==> src/rtl/pipeline_hazard_controller.sv <==
// Hazard and stall sequencing for the RV32 5-stage core: load-use bubbles, mul/div holds,
// wrong-path flushes, and a saturating stall-cycle counter for performance monitoring.
module pipeline_hazard_controller #(
  parameter int MD_TIMEOUT = 64,
  parameter int CNT_W      = 16
) (
  input  logic             clk_i,
  input  logic             rst_i,
  input  logic [4:0]       fd_rs1_i,
  input  logic [4:0]       fd_rs2_i,
  input  logic             fd_uses_rs1_i,
  input  logic             fd_uses_rs2_i,
  input  logic [4:0]       de_rd_i,
  input  logic             de_is_load_i,
  input  logic             de_is_muldiv_i,
  input  logic             ex_muldiv_done_i,
  input  logic             pcsrc_i,
  output logic             pc_stall_o,
  output logic             fd_stall_o,
  output logic             de_stall_o,
  output logic             fd_flush_o,
  output logic             de_flush_o,
  output logic             md_timeout_o,
  output logic [CNT_W-1:0] stall_count_o
);

  localparam int WC_W = $clog2(MD_TIMEOUT + 1);

  typedef enum logic [1:0] {RUN, LOAD_STALL, MD_WAIT} state_t;

  state_t          state, state_nxt;
  logic [WC_W-1:0] wait_cnt, wait_cnt_nxt;
  logic [CNT_W-1:0] stall_cnt;
  logic            luh;

  function automatic logic [CNT_W-1:0] sat_inc(input logic [CNT_W-1:0] v);
    return (&v) ? v : v + CNT_W'(1);
  endfunction

  // x0 is never a real destination, so it can never create a hazard.
  assign luh = de_is_load_i && (de_rd_i != 5'd0) &&
               ((fd_uses_rs1_i && (fd_rs1_i == de_rd_i)) ||
                (fd_uses_rs2_i && (fd_rs2_i == de_rd_i)));

  always_comb begin
    state_nxt    = state;
    wait_cnt_nxt = wait_cnt;
    pc_stall_o   = 1'b0;
    fd_stall_o   = 1'b0;
    de_stall_o   = 1'b0;
    fd_flush_o   = 1'b0;
    de_flush_o   = 1'b0;
    md_timeout_o = 1'b0;
    if (rst_i) begin
      fd_flush_o = 1'b1;
      de_flush_o = 1'b1;
    end else begin
      case (state)
        RUN: begin
          if (pcsrc_i) begin
            // Decode holds a wrong-path instruction, so any hazard it raises is moot.
            fd_flush_o = 1'b1;
            de_flush_o = 1'b1;
          end else if (de_is_muldiv_i && !ex_muldiv_done_i) begin
            pc_stall_o   = 1'b1;
            fd_stall_o   = 1'b1;
            de_stall_o   = 1'b1;
            state_nxt    = MD_WAIT;
            wait_cnt_nxt = WC_W'(1);
          end else if (luh) begin
            pc_stall_o = 1'b1;
            fd_stall_o = 1'b1;
            de_flush_o = 1'b1;
            state_nxt  = LOAD_STALL;
          end
        end
        LOAD_STALL: begin
          state_nxt = RUN;
        end
        MD_WAIT: begin
          if (ex_muldiv_done_i) begin
            state_nxt    = RUN;
            wait_cnt_nxt = '0;
          end else if (wait_cnt == WC_W'(MD_TIMEOUT)) begin
            md_timeout_o = 1'b1;
            state_nxt    = RUN;
            wait_cnt_nxt = '0;
          end else begin
            pc_stall_o   = 1'b1;
            fd_stall_o   = 1'b1;
            de_stall_o   = 1'b1;
            wait_cnt_nxt = wait_cnt + WC_W'(1);
          end
        end
        default: state_nxt = RUN;
      endcase
    end
  end

  always_ff @(posedge clk_i) begin
    if (rst_i) begin
      state     <= RUN;
      wait_cnt  <= '0;
      stall_cnt <= '0;
    end else begin
      state    <= state_nxt;
      wait_cnt <= wait_cnt_nxt;
      if (pc_stall_o) stall_cnt <= sat_inc(stall_cnt);
    end
  end

  assign stall_count_o = stall_cnt;

endmodule
==> config.mk <==
export PLATFORM = sky130hd
export DESIGN_NAME = pipeline_hazard_controller
export DESIGN_NICKNAME = d
export VERILOG_FILES = /design/src/rtl/pipeline_hazard_controller.sv
export SDC_FILE = /design/constraint.sdc
export NUM_CORES = 1
export LEC_CHECK = 0
export ABC_CLOCK_PERIOD_IN_PS = 1900
export CORE_ASPECT_RATIO = 0.7
export CORE_MARGIN = 8
export CORE_UTILIZATION = 42
export DETAILED_ROUTE_END_ITERATION = 7
export PLACE_DENSITY = 0.75
export SYNTH_ARGS = -nofsm -noshare
export SYNTH_HDL_FRONTEND = slang
export SYNTH_SLANG_ARGS = --single-unit
export TNS_END_PERCENT = 5
==> constraint.sdc <==
create_clock -name clk_i -period 1.9 [get_ports clk_i]
set_input_delay 0.19 -clock clk_i [delete_from_list [all_inputs] [get_ports clk_i]]
set_output_delay 0.19 -clock clk_i [all_outputs]
set_load 0.05 [all_outputs]
After elaboration in Yosys (flattened, before gate mapping)
Index checks and enable logic that the tools add are counted.

cells by class
  $add $sub $neg = 2
  equality and inequality tests = 8
  multiplexer cells = 33
  bitwise operators = 1
  reductions and logical operators = 14

operators with widths
  operator                                       count
  2-to-1 mux 7 bit                               4
  2-to-1 mux 1 bit                               20
  adder 16 x 1 -> 16 bit, second input constant  1
  AND reduction 16 bit                           1
  one-hot mux 7 bit (2 select lines)             1
  == test 5 bit                                  2
  2-to-1 mux 2 bit                               5
  adder 7 x 1 -> 7 bit, second input constant    1
  == test 7 bit, second input constant           1
  != test 3 bit, second input constant           2
  AND reduction 3 bit                            2
  logical AND 1 bit                              5
  nonzero test 5 bit                             1
  != test 2 bit, second input constant           2
  one-hot mux 1 bit (2 select lines)             2
  one-hot mux 2 bit (2 select lines)             1
  == test 2 bit, second input constant           1
  zero test 2 bit                                1
  AND reduction 2 bit                            1
  nonzero test 2 bit                             1
  zero test 1 bit                                1
  logical OR 1 bit                               1
  inverter 1 bit                                 1

word-level totals
  bits in registers = 25
  bits of input ports = 23
  output and inout port bits = 22
  word-level logic and storage cells = 61

Longest topological paths before layout
  word-level depth = 10
  gate-level depth with buffers = 9
  mapped depth without buffers = 8

Worst setup path after synthesis
Ideal clock, no wire load.

  path type = input -> output
  start point = input de_rd_i[2]
  end point = output pc_stall_o
  data arrival time = 2.463 ns
  required time = 1.710 ns
  slack = -0.753 ns
  cell stages on the path = 6
  path buffers = 1
  path through = xnor2_1 nand4_1 o22ai_1 nand2b_1 o31ai_1 buf_4

on the way
  longest elaborated chain between the ends = 9
  elaborated cells on any way between the ends = 13
  those cells by class = eq/ne: 2; mux: 5; reduce/logical: 6

RTL lines
  what                                    line    RTL
  start, declared                         13      input logic [4:0] de_rd_i,
  == test 5 bit (on tied branches)        42, 43
  logical AND 1 bit (on tied branches)    42, 43
  logical OR 1 bit                        42      ((fd_uses_rs1_i && (fd_rs1_i == de_rd_i)) ||
  logical AND 1 bit (*)                   41      assign luh = de_is_load_i && (de_rd_i != 5'd0) &&
  2-to-1 mux 1 bit (*) (3 in series)      --
  one-hot mux 1 bit (2 select lines) (*)  --
  2-to-1 mux 1 bit (*)                    --
  end, declared                           18      output logic pc_stall_o,

Every way passes the cells marked *; elsewhere a longest branch is shown, timed or not.

Final worst setup path
  start point = register stall_cnt[7], in the netlist stall_count_o[7]
  end point = register stall_cnt[13], in the netlist stall_count_o[13]

on the way
  longest elaborated chain between the ends = 3
  elaborated cells on any way between the ends = 4
  those cells by class = add/sub: 1; bitwise: 1; reduce/logical: 2

RTL lines
  what                                                                            line  RTL
  start, declared                                                                 33    logic [CNT_W-1:0] stall_cnt;
  start signal, assigned                                                          108   if (pc_stall_o) stall_cnt <= sat_inc(stall_cnt);
  parallel branches: the longest is 3 deep, another holds adder 16 x 1 -> 16 bit  --

Parallel ways; which one is timed is not known.
A chain may end at the register's enable or synchronous reset.

==> impl_metrics.tcl <==
set metrics [dict create \
    outcome "finished with violations" \
    violations "setup timing" \
    vias 1847 \
    fill_cells 208 \
    syn2layout_area_growth_pct 85.1 \
    finish.utilization 0.795 \
    clk_latency_ns 0.27 \
    yosysUniqueCellTypes 43 \
    io_buffer_count 44 \
    critical_path_class "reg -> reg" \
    nNetsFinal 309 \
    fin_total_pwr_uw 1090 \
    tightest_slew_ns 0.521 \
    min_period_ns 2.15 \
    rows 18 \
    crit_fanout 6 \
    synth_xor_area_frac 0.0940 \
    clk_pin_slew_ns 0.09 \
    die_h_um 65.8 \
    fin_skew_ns 0.0104 \
    synth_area_leaders "dfxtp_1 34%, xnor2_1 7.1%, a21oi_1 4.7%, nand4_1 4.6%, nor2_1 4.3%" \
    first_pass_iters 4 \
    cts_made_buffers 3 \
    crit_path_end_kind "flip-flop" \
    clockBufferDepth 2 \
    finalCritPeriodShare 1.13 \
    wl_per_cell_um 17.5 \
    multiInputGateArea_um2 1080 \
    cts_tree "done" \
    drcViolationCount 0 \
    synth_compound_area_frac 0.175 \
    setup_violations 18 \
    coreArea_um2 3470 \
    synth.largest_area_cell "dfxtp_1" \
    place_inst 316 \
    grt_pass1_wl_um 8280 \
    rsz0062_at_grt "true" \
    worst-r2r-cell-count 7 \
    synthMuxAreaShare 0.0143 \
    routed_wirelength_um 5820 \
    min_path_cells 3 \
    instances_no_fill 332 \
    grt_max_degree 16 \
    die_area_um2 5740 \
    hpwl_um 3580 \
    antenna_found_initial 0 \
    cts_max_level 1 \
    grt_usage 0.184 \
    r2r-end "stall_count_o[13]$_SDFFE_PP0P_" \
    yosysTopAreaCellShare 0.336 \
    grt_pass1_vias 1724 \
    reg2reg_slack_ns -0.25 \
    place_congestion 0.809 \
    synth-simple-area-share 0.294 \
    netlist_area_um2 1490 \
    relSlewSlack 0.651 \
    overflow 0 \
    antenna_left 0 \
    ys_ff_latch 25 \
    via_per_inst 5.56 \
    worst_slack_ns -0.246 \
    power_leakage_uw 0.00117 \
    clock-sinks 25 \
    die_width_um 87.2 \
    hold_viol 0 \
    worstReg2RegStart "stall_count_o[7]$_SDFFE_PP0P_" \
    cp-start-kind "flip-flop" \
    power_density_nw_per_um2 397 \
    diodes 0 \
    io_pins 45 \
    critPathRequiredTime_ns 2.10 \
    netlist_instances 176 \
    seq_area_um2 548 \
    holdCritStartpoint "wait_cnt[0]$_SDFFE_PP0P_" \
    min_path_type "reg -> reg" \
    cp.arrival_ns 2.35 \
    avgSynthCellArea_um2 8.47 \
    vdd_drop_max_mv 0.363 \
    fmax_mhz 466 \
    min_to "wait_cnt[0]$_SDFFE_PP0P_" \
    drt-initial-drc-count 93 \
    drive_gt1_frac 0.486 \
    syn_nets 202 \
    drv_slew 0 \
    start_util 0.430 \
    synth_fa_ha_area_frac 0.0252 \
    synth.yosys.warnings 0 \
    cap_viol_max_count 0 \
    synth_top_family_by_area "simple AND/OR/NAND/NOR gates" \
    clock-root-buffer "clkbuf_8" \
    ys_seq_area_frac 0.336 \
]
## layout by cell type (no fill, tap or decap), drive strengths merged, types with 2 or more instances in the layout
master / count
buf: 71
dfxtp: 25
clkdlybuf4s50: 23
nor2: 17
a21oi: 14
nand2: 13
xnor2: 12
nand4: 11
dlymetal6s2s: 10
o21ai: 10
inv: 8
nand3: 8
or3: 8
o31ai: 7
or4: 5
clkbuf: 5
xor2: 4
o211ai: 3
a21boi: 3
ha: 3
and3: 2
and2: 2
and4: 2
## sequential cells by signal (all words and copies together), names as in the netlist
register / flops
stall_count_o: 16
state: 2
wait_cnt: 7
## metal layers
| metal | share of wire | track usage |
|---|---|---|
| met5 | 0 | 0 |
| met4 | 0.030 | 0.0746 |
| met3 | 0.059 | 0.0360 |
| met2 | 0.50 | 0.313 |
| met1 | 0.41 | 0.224 |
## how the worst max path moves through the flow
stage,startpoint,endpoint,slack [ns],depth (start not counted)
after floorplan,de_rd_i[2],pc_stall_o,-0.26,6
after global placement,de_is_muldiv_i,stall_count_o[15]$_SDFFE_PP0P_,-0.51,8
after detailed placement,de_is_muldiv_i,stall_count_o[15]$_SDFFE_PP0P_,-0.56,8
after CTS,stall_count_o[12]$_SDFFE_PP0P_,stall_count_o[8]$_SDFFE_PP0P_,-0.18,9
after global routing,state[1]$_SDFFE_PP0P_,stall_count_o[7]$_SDFFE_PP0P_,-0.36,7
final,stall_count_o[7]$_SDFFE_PP0P_,stall_count_o[13]$_SDFFE_PP0P_,-0.25,7
## layout make-up
cell class | count | area share
Clock buffer | 4 | 0.0163
Tap cell | 50 | 0.0227
Sequential cell | 25 | 0.199
Multi-Input combinational cell | 139 | 0.393
Timing Repair Buffer | 106 | 0.358
Inverter | 8 | 0.0109
## worst max-delay path: stages (launching register included)
cell and delay (ns):
dfxtp_2 0.34, nand4_1 0.19, or4_4 0.54, nor4b_4 0.16, buf_4 0.17, a21boi_4 0.26
o21ai_0 0.22, a21oi_2 0.19
## metrics by stage
step / TNS [ns] / setup WS (ns) / area, µm² / hold slack (ns)
4_1_cts: -2.53 / -0.183 / 2620 / 0.566
3_5_place_dp: -9.43 / -0.557 / 2430 / 0.546
5_1_grt: -5.00 / -0.360 / 2760 / 0.596
3_3_place_gp: -8.29 / -0.514 / 2430 / 0.536
2_1_floorplan: -2.80 / -0.264 / 1540 / 0.386
6_report: -3.19 / -0.246 / 2760 / 0.568
## logic make-up after synthesis
group           after synthesis
simple gates                 76
flops                        25
xor+xnor                     16
fa+ha+maj                     3
buf+inv                      14
compound gates               40
mux                           2
## power breakdown
part / internal, µW / switching (µW) / total (µW)
logic: 136 / 125 / 261
clock network: 150 / 166 / 316
registers: 514 / 2.88 / 517
total: 801 / 294 / 1090
## what timing repair did
action,in CTS,in global routing
hold buffers,0,0
setup endpoints to repair,20,23
pin swaps,16,25
gates cloned,2,0
resized for setup,35,39
buffers inserted,10,1
## cell usage after synthesis (all sizes together)
cell          count
a21boi            1
a21oi            14
a311oi            1
a31oi             1
and2              2
and3              2
and4              2
buf               4
clkbuf            1
dfxtp            25
dlymetal6s2s      1
ha                3
inv               8
mux2              1
mux2i             1
nand2            13
nand2b            1
nand3             8
nand4            11
nor2             17
nor2b             1
nor3              1
nor3b             1
nor4              1
nor4b             1
o211ai            3
o21ai            10
o22ai             1
o311ai            1
o31ai             7
o41ai             1
or2               1
or3               8
or3b              1
or4               5
xnor2            12
xor2              4
No activity file was read; power rests on OpenSTA's default activity.
